**config.mk**
```make
export PLATFORM = sky130hd
export DESIGN_NAME = dma_io_endpoint_flat
export DESIGN_NICKNAME = d
export VERILOG_FILES = /design/src/rtl/dma_io_if.sv /design/src/rtl/dma_io_endpoint.sv /design/src/flat_wrapper.sv
export SDC_FILE = /design/constraint.sdc
export NUM_CORES = 1
export LEC_CHECK = 0
export ABC_AREA = 1
export CORE_MARGIN = 2
export CORE_UTILIZATION = 55
export CTS_BUF_LIST = sky130_fd_sc_hd__clkbuf_8 sky130_fd_sc_hd__clkbuf_16
export CTS_CLUSTER_DIAMETER = 200
export DETAILED_ROUTE_END_ITERATION = 16
export DONT_BUFFER_PORTS = 1
export PLACE_DENSITY = 0.7
export RECOVER_POWER = 25
export SLEW_MARGIN = 40
export SYNTH_ARGS = -nofsm -noshare
export SYNTH_HDL_FRONTEND = slang
export SYNTH_SLANG_ARGS = --single-unit
```
**constraint.sdc**
```tcl
create_clock -name clk -period 3.7 [get_ports clk]
set_input_delay 0.74 -clock clk [delete_from_list [all_inputs] [get_ports clk]]
set_output_delay 0.74 -clock clk [all_outputs]
set_load 0.01 [all_outputs]
```
**src/rtl/dma_io_if.sv**
```systemverilog
// DMA channel handshake bundle between an 8237A-style controller and a peripheral.
//   dreq   : request, endpoint -> controller
//   dack   : acknowledge, controller -> endpoint
//   ior_n  : I/O read strobe (device -> memory), active-low
//   iow_n  : I/O write strobe (memory -> device), active-low
//   eop_n  : end of process / terminal count, active-low
//   db_in  : bus data presented by the controller on write cycles
//   db_out : bus data presented by the endpoint on read cycles
//   db_oe  : endpoint output enable for db_out
interface dma_io_if #(
  parameter int unsigned DATA_W = 8
);
  logic              dreq;
  logic              dack;
  logic              ior_n;
  logic              iow_n;
  logic              eop_n;
  logic [DATA_W-1:0] db_in;
  logic [DATA_W-1:0] db_out;
  logic              db_oe;

  modport master (
    input  dreq, db_out, db_oe,
    output dack, ior_n, iow_n, eop_n, db_in
  );

  modport slave (
    output dreq, db_out, db_oe,
    input  dack, ior_n, iow_n, eop_n, db_in
  );
endinterface

```
**src/rtl/dma_io_endpoint.sv**
```systemverilog
// Peripheral-side endpoint of an 8237A DMA channel. Buffers local data in a TX
// and an RX FIFO, raises dreq while a byte can move in the armed direction,
// answers dack + I/O strobes and stops on eop_n.
//   clk, rst_n : clock, asynchronous active-low reset
//   bus        : DMA handshake bundle (slave side)
//   dir        : 0 device->memory (TX), 1 memory->device (RX); latched on start
//   start      : one-cycle pulse arming a block transfer (only from IDLE)
//   tx_push    : local TX write of tx_data (ignored when full)
//   rx_pop     : local RX read (ignored when empty); rx_data is the RX head
//   tx_full, rx_empty : FIFO status
//   done       : sticky, set on terminal count; cleared by start
//   err        : sticky, bus-side under/overflow; cleared by start
module dma_io_endpoint #(
  parameter int unsigned DATA_W = 8,
  parameter int unsigned DEPTH  = 16
) (
  input  logic              clk,
  input  logic              rst_n,
  dma_io_if.slave           bus,
  input  logic              dir,
  input  logic              start,
  input  logic              tx_push,
  input  logic [DATA_W-1:0] tx_data,
  input  logic              rx_pop,
  output logic [DATA_W-1:0] rx_data,
  output logic              tx_full,
  output logic              rx_empty,
  output logic              done,
  output logic              err
);
  localparam int unsigned AW = $clog2(DEPTH);
  localparam int unsigned CW = AW + 1;
  localparam logic [CW-1:0] FULL_CNT = CW'(DEPTH);

  typedef enum logic [1:0] {IDLE, ARMED, ACTIVE, TERM} state_t;

  state_t            state_q, state_d;
  logic              dir_q, dir_d;
  logic              ior_q, iow_q;
  logic [DATA_W-1:0] db_q;
  logic              dreq_d, done_d, err_d;

  logic [DATA_W-1:0] tx_mem [DEPTH];
  logic [DATA_W-1:0] rx_mem [DEPTH];
  logic [AW-1:0]     tx_rd, tx_wr, rx_rd, rx_wr;
  logic [CW-1:0]     tx_cnt, rx_cnt;

  // Strobe trailing edges, only while the channel is granted and dir matches.
  // A strobe whose partner was also low in the previous cycle is dropped.
  logic xfer_ok, rd_edge, wr_edge;
  assign xfer_ok = ((state_q == ACTIVE) || (state_q == TERM)) && bus.dack;
  assign rd_edge = xfer_ok && !dir_q && !ior_q && bus.ior_n && iow_q;
  assign wr_edge = xfer_ok &&  dir_q && !iow_q && bus.iow_n && ior_q;

  // TX FIFO: local push, bus pop
  logic          tx_pop, tx_wr_en;
  logic [AW-1:0] tx_rd_d, tx_wr_d;
  logic [CW-1:0] tx_cnt_d;
  logic [DATA_W-1:0] tx_head_d;
  assign tx_pop    = rd_edge && (tx_cnt != '0);
  assign tx_wr_en  = tx_push && ((tx_cnt != FULL_CNT) || tx_pop);
  assign tx_rd_d   = tx_rd + AW'(tx_pop);
  assign tx_wr_d   = tx_wr + AW'(tx_wr_en);
  assign tx_cnt_d  = tx_cnt + CW'(tx_wr_en) - CW'(tx_pop);
  // Next head: bypass the word being written when it lands at the new head slot.
  assign tx_head_d = (tx_cnt_d == '0) ? '0 :
                     (tx_wr_en && (tx_rd_d == tx_wr)) ? tx_data : tx_mem[tx_rd_d];

  // RX FIFO: bus push (from the value held while iow_n was low), local pop
  logic          rx_pop_en, rx_push;
  logic [AW-1:0] rx_rd_d, rx_wr_d;
  logic [CW-1:0] rx_cnt_d;
  logic [DATA_W-1:0] rx_head_d;
  assign rx_pop_en = rx_pop && (rx_cnt != '0);
  assign rx_push   = wr_edge && ((rx_cnt != FULL_CNT) || rx_pop_en);
  assign rx_rd_d   = rx_rd + AW'(rx_pop_en);
  assign rx_wr_d   = rx_wr + AW'(rx_push);
  assign rx_cnt_d  = rx_cnt + CW'(rx_push) - CW'(rx_pop_en);
  assign rx_head_d = (rx_cnt_d == '0) ? '0 :
                     (rx_push && (rx_rd_d == rx_wr)) ? db_q : rx_mem[rx_rd_d];

  logic underflow, overflow;
  assign underflow = rd_edge && (tx_cnt == '0);
  assign overflow  = wr_edge && !rx_push;

  // Read data drive is combinational so it follows the strobe directly.
  assign bus.db_oe = xfer_ok && !dir_q && !bus.ior_n;

  // Next state and registered control outputs
  always_comb begin
    state_d = state_q;
    dir_d   = dir_q;
    done_d  = done;
    err_d   = err;
    unique case (state_q)
      IDLE:   if (start) begin
                state_d = ARMED;
                dir_d   = dir;
              end
      ARMED:  if (bus.dack) state_d = ACTIVE;
      ACTIVE: if (!bus.dack) state_d = ARMED;
              else if (!bus.eop_n) state_d = TERM;
      // Hold while a strobe is still low so its trailing edge can transfer.
      TERM:   if (!(bus.dack && (!bus.ior_n || !bus.iow_n))) state_d = IDLE;
      default: state_d = IDLE;
    endcase
    if ((state_q == IDLE) && start) begin
      done_d = 1'b0;
      err_d  = 1'b0;
    end
    if (state_d == TERM) done_d = 1'b1;
    if (underflow || overflow) err_d = 1'b1;
    dreq_d = ((state_d == ARMED) || (state_d == ACTIVE)) &&
             (dir_d ? (rx_cnt_d != FULL_CNT) : (tx_cnt_d != '0));
  end

  always_ff @(posedge clk or negedge rst_n) begin
    if (!rst_n) begin
      state_q    <= IDLE;
      dir_q      <= 1'b0;
      ior_q      <= 1'b1;
      iow_q      <= 1'b1;
      db_q       <= '0;
      tx_rd      <= '0;
      tx_wr      <= '0;
      tx_cnt     <= '0;
      rx_rd      <= '0;
      rx_wr      <= '0;
      rx_cnt     <= '0;
      bus.dreq   <= 1'b0;
      bus.db_out <= '0;
      rx_data    <= '0;
      tx_full    <= 1'b0;
      rx_empty   <= 1'b1;
      done       <= 1'b0;
      err        <= 1'b0;
    end else begin
      state_q    <= state_d;
      dir_q      <= dir_d;
      ior_q      <= bus.ior_n;
      iow_q      <= bus.iow_n;
      if (!bus.iow_n) db_q <= bus.db_in;
      tx_rd      <= tx_rd_d;
      tx_wr      <= tx_wr_d;
      tx_cnt     <= tx_cnt_d;
      rx_rd      <= rx_rd_d;
      rx_wr      <= rx_wr_d;
      rx_cnt     <= rx_cnt_d;
      bus.dreq   <= dreq_d;
      bus.db_out <= tx_head_d;
      rx_data    <= rx_head_d;
      tx_full    <= (tx_cnt_d == FULL_CNT);
      rx_empty   <= (rx_cnt_d == '0);
      done       <= done_d;
      err        <= err_d;
    end
  end

  // FIFO storage, contents are don't-care once pointers are reset
  always_ff @(posedge clk) begin
    if (tx_wr_en) tx_mem[tx_wr] <= tx_data;
    if (rx_push)  rx_mem[rx_wr] <= db_q;
  end
endmodule

```
**src/flat_wrapper.sv**
```systemverilog
// flat-port wrapper written by rule: the top's interface ports become plain ports
module dma_io_endpoint_flat 
#(
  parameter int unsigned DATA_W = 8,
  parameter int unsigned DEPTH  = 16
)
  (clk, rst_n, dir, start, tx_push, tx_data, rx_pop, rx_data, tx_full, rx_empty, done, err, bus_dreq, bus_db_out, bus_db_oe, bus_dack, bus_ior_n, bus_iow_n, bus_eop_n, bus_db_in);
  dma_io_if #(.DATA_W(DATA_W)) bus_i ();
  input  logic clk;
  input  logic rst_n;
  input  logic dir;
  input  logic start;
  input  logic tx_push;
  input  logic [DATA_W-1:0] tx_data;
  input  logic rx_pop;
  output logic [DATA_W-1:0] rx_data;
  output logic tx_full;
  output logic rx_empty;
  output logic done;
  output logic err;
  output wire logic [$bits(bus_i.dreq)-1:0] bus_dreq;
  output wire logic [$bits(bus_i.db_out)-1:0] bus_db_out;
  output wire logic [$bits(bus_i.db_oe)-1:0] bus_db_oe;
  input wire logic [$bits(bus_i.dack)-1:0] bus_dack;
  input wire logic [$bits(bus_i.ior_n)-1:0] bus_ior_n;
  input wire logic [$bits(bus_i.iow_n)-1:0] bus_iow_n;
  input wire logic [$bits(bus_i.eop_n)-1:0] bus_eop_n;
  input wire logic [$bits(bus_i.db_in)-1:0] bus_db_in;
  assign bus_dreq = bus_i.dreq;
  assign bus_db_out = bus_i.db_out;
  assign bus_db_oe = bus_i.db_oe;
  assign bus_i.dack = bus_dack;
  assign bus_i.ior_n = bus_ior_n;
  assign bus_i.iow_n = bus_iow_n;
  assign bus_i.eop_n = bus_eop_n;
  assign bus_i.db_in = bus_db_in;
  dma_io_endpoint #(.DATA_W(DATA_W), .DEPTH(DEPTH)) u_core (.clk(clk), .rst_n(rst_n), .bus(bus_i), .dir(dir), .start(start), .tx_push(tx_push), .tx_data(tx_data), .rx_pop(rx_pop), .rx_data(rx_data), .tx_full(tx_full), .rx_empty(rx_empty), .done(done), .err(err));
endmodule
```
==> Implementation_results.wiki <==
{| class="wikitable"
! Metric !! Value
|-
| Global-route total usage across every layer || 23.7%
|-
| Setup repair after global routing missed its margin || no
|-
| Total iterations of the first detailed-routing run || 5
|-
| Placer congestion estimate || 0.883
|-
| Maximum frequency from static timing analysis || 0.334 GHz
|-
| Initial antenna violation count || 1
|-
| Number of max-capacitance violations reported || 1
|-
| Post-Place Setup Slack || 0.487 ns
|-
| Wire length reported by the detailed router || 30000 um
|-
| Area of the multi-input gates || 3540 um2
|-
| Total congestion overflow || 0
|-
| Root cell of the clock tree || sky130_fd_sc_hd__clkbuf_16
|-
| Number of fill cells in the layout || between 1500 and 2000
|-
| Post-synth top flop || sky130_fd_sc_hd__edfxtp_1
|-
| Post-CTS Repair Setup Buffers || 0
|-
| Slew at the pin closest to its max-slew limit || 2.78 ns
|-
| DRC violation count after routing || 0
|-
| H-tree depth || 2
|-
| Number of diodes || 0
|-
| Net total in the final layout || between 1000 and 1500
|-
| Most frequent standard cell in the layout excluding fill and tap cells || sky130_fd_sc_hd__edfxtp_1
|-
| Sequential Area || 9190 um2
|-
| Global-route wire length before repair || between 40000 and 50000 um
|-
| WL per Instance || 20.9 um
|-
| Deepest clock path buffer count || 3
|-
| Worst-path maximum fanout || 9
|-
| GRT busiest layer || met2
|-
| Area of the core || 23600 um2
|-
| P per Cell Area || 812 nW/um2
|-
| Detail Route Antenna Nets || 0
|-
| Commonest cells after routing, fill and taps aside || sky130_fd_sc_hd__edfxtp_1, sky130_fd_sc_hd__nand2_1, sky130_fd_sc_hd__nand3_1, sky130_fd_sc_hd__inv_1, sky130_fd_sc_hd__dfrtp_1
|-
| Count of state elements after synthesis || roughly 320
|-
| Status || complete, but fails checks
|-
| Syn_area_per_cell || 12.1 um2
|-
| Fin Clk Skew || between 0.015 and 0.02 ns
|-
| Final Slew Violations || 58
|-
| Static leakage power || 5.39 nW
|-
| Number of DRC violations after detailed-routing iteration 0 || 1008
|-
| Relative area change from synthesis to final layout || 9.89%
|-
| Die ar. || approximately 25000 um2
|-
| Total clock buffers created by CTS || 34
|-
| Post-Syn Instances || 1098
|-
| TritonCTS clock tree || yes
|-
| Netlist area before placement || about 13000 um2
|-
| Count of final setup violators || 0
|-
| Fraction of met1 tracks used by global routing || between 30% and 40%
|-
| Number of unique standard cell types used by synthesis || between 40 and 50
|-
| Die Wd || 159 um
|-
| Post-layout utilization of the core || between 60% and 70%
|-
| Final Hold Viols || 0
|-
| Sequential share of the synthesized area || 69.3%
|-
| Signal arrival time at the worst endpoint || 3.40 ns
|-
| Num Clock Sinks || 316
|-
| Peak supply drop || 0.429 mV
|-
| Path type of the worst setup path || flop to flop
|-
| IO Pins || 48
|-
| Relative slew slack || -85.3%
|-
| Initial Utilization || 56.2%
|-
| Capturing element type of the critical path || flop
|-
| Clock latency reported for the late side of the worst-skew pair || 0.51 ns
|-
| EDFF count, synth || about 260
|-
| Number of vias in the routed layout || about 8600
|-
| Post-route setup TNS || 0 ns
|-
| Violated checks || max-capacitance violations, max-slew violations
|-
| Via density || around 6.0
|-
| Clock slew at the register clock pins of the worst setup and hold paths || 0.06 ns
|-
| Detailed placer's ending HPWL || 18400 um
|-
| Vias in the first global route || 8231
|-
| Post-Synthesis Net Count || 1145
|-
| DIE HEIGHT || 159 um
|-
| Number of buffers added on ports || 0
|-
| Fraction of final layout cells with drive strength greater than 1 || 8.68%
|-
| Met3 Track Usage GR || 5.68%
|-
| Min-delay worst type || input pin to async pin
|-
| Final worst path period share || approximately four fifths
|-
| Synth Warn # || 0
|-
| Required arrival time at the worst endpoint || 4.10 ns
|-
| Post-route setup slack || 0.703 ns
|-
| Fraction of met2 tracks used by global routing || 36.1%
|-
| Number of rows created at floorplan || 56
|-
| Element type at the critical path start || flop
|-
| Share of synthesized flip-flops with an asynchronous set or reset || about a fifth
|-
| Maximum number of pins on one net before global-route repair || 67
|-
| Final Critical Period || 3.00 ns
|}
## Yosys cell counts (all sizes together), types with 7 or more instances
cell type / count / area share (%)
nand3b: 8 / 0.45
edfxtp: 256 / 58
o211ai: 9 / 0.51
dfrtp: 57 / 11
xor2: 11 / 0.73
ha: 19 / 1.8
buf: 44 / 2.2
inv: 53 / 1.5
nand3: 201 / 7.7
a22oi: 8 / 0.45
nand2: 202 / 5.8
and3: 7 / 0.33
o21ai: 35 / 1.3
o22ai: 10 / 0.47
a21oi: 55 / 2.1
a32o: 14 / 1.1
xnor2: 8 / 0.58
clkbuf: 18 / 0.51
nor2: 59 / 1.7
mux2: 8 / 0.68
## critical path: stages (launching register included)
cell and delay [ns]:
sky130_fd_sc_hd__dfstp_2 0.53, sky130_fd_sc_hd__nand3_1 0.14, sky130_fd_sc_hd__nor2_4 0.14, sky130_fd_sc_hd__nand2_1 0.11, sky130_fd_sc_hd__nor2_1 0.17, sky130_fd_sc_hd__inv_1 0.08, sky130_fd_sc_hd__nand2_1 0.06, sky130_fd_sc_hd__ha_1 0.16
sky130_fd_sc_hd__inv_1 0.06, sky130_fd_sc_hd__fa_1 0.49, sky130_fd_sc_hd__inv_1 0.05, sky130_fd_sc_hd__nor4_1 0.33, sky130_fd_sc_hd__nand2_1 0.29, sky130_fd_sc_hd__nand2_1 0.14, sky130_fd_sc_hd__inv_1 0.05, sky130_fd_sc_hd__nand2_1 0.06
sky130_fd_sc_hd__inv_1 0.04
## path summary, 6_finish.rpt
check	slack, ns	depth (start not counted)	from	end
setup / recovery	0.70	16	u_core.iow_q	u_core.bus.db_out[6]
hold / removal	0.07	0	rst_n	u_core.ior_q
setup reg to reg	0.70	16	u_core.iow_q	u_core.bus.db_out[6]
hold reg to reg	0.55	1	u_core.done	u_core.done
max in group asynchronous	0.80	1	rst_n	u_core.db_q[5]
min in group clk	0.22	0	bus_ior_n	u_core.ior_q
## timing repair
action,4_1_cts,5_1_grt
resized for setup,0,0
hold buffers,1,0
endpoints found under the hold margin,57,0
## where the power goes
part / internal, mW / total (mW) / switching [mW]
registers: 4.32 / 4.67 / 0.354
logic: 1.34 / 4.01 / 2.68
clock network: 1.81 / 3.15 / 1.34
## sequential cells by signal, indices dropped and copies added (netlist names), 2 cells and up
register	cells
u_core.bus.db_out	8
u_core.db_q	8
u_core.rx_cnt	5
u_core.rx_data	8
u_core.rx_mem	128
u_core.rx_rd	4
u_core.rx_wr	4
u_core.state_q	2
u_core.tx_cnt	5
u_core.tx_mem	128
u_core.tx_rd	4
u_core.tx_wr	4
## through the flow
stage,area (um2),cells,power (mW),hold slack (ns)
2_1_floorplan,13300,1098,7.52,0.444
3_3_place_gp,13500,1376,8.60,0.446
3_5_place_dp,13500,1376,8.66,0.446
4_1_cts,14600,1437,11.9,0.0543
5_1_grt,14600,1437,12.5,0.0525
6_report,14600,1437,11.8,0.0694
## layout make-up
class / instances / area share [%]
clock buffer: 37 / 6.12
clock inverter: 23 / 1.06
inverter: 54 / 1.39
multi-input combinational: 666 / 24.3
sequential: 316 / 63.0
tap: 319 / 2.74
timing repair buffer: 22 / 1.41
## per-layer routing
metal,part of all wire [%],up-vias
met2,46,392
met1,42,4249
met3,9.6,52
met4,1.9,2
li1,-,3927
met5,0.043,-
## kinds of logic after synthesis
logic type | share of synthesized area, %
buffers and inverters | 4.22
AND/OR/NAND/NOR | 16.2
multiplexers | 0.679
adder cells (fa/ha/maj) | 2.09
XOR/XNOR | 1.31
AO/OA/AOI/OAI | 6.26
flip-flops | 69.3
Power figures use the tool's default switching activity.
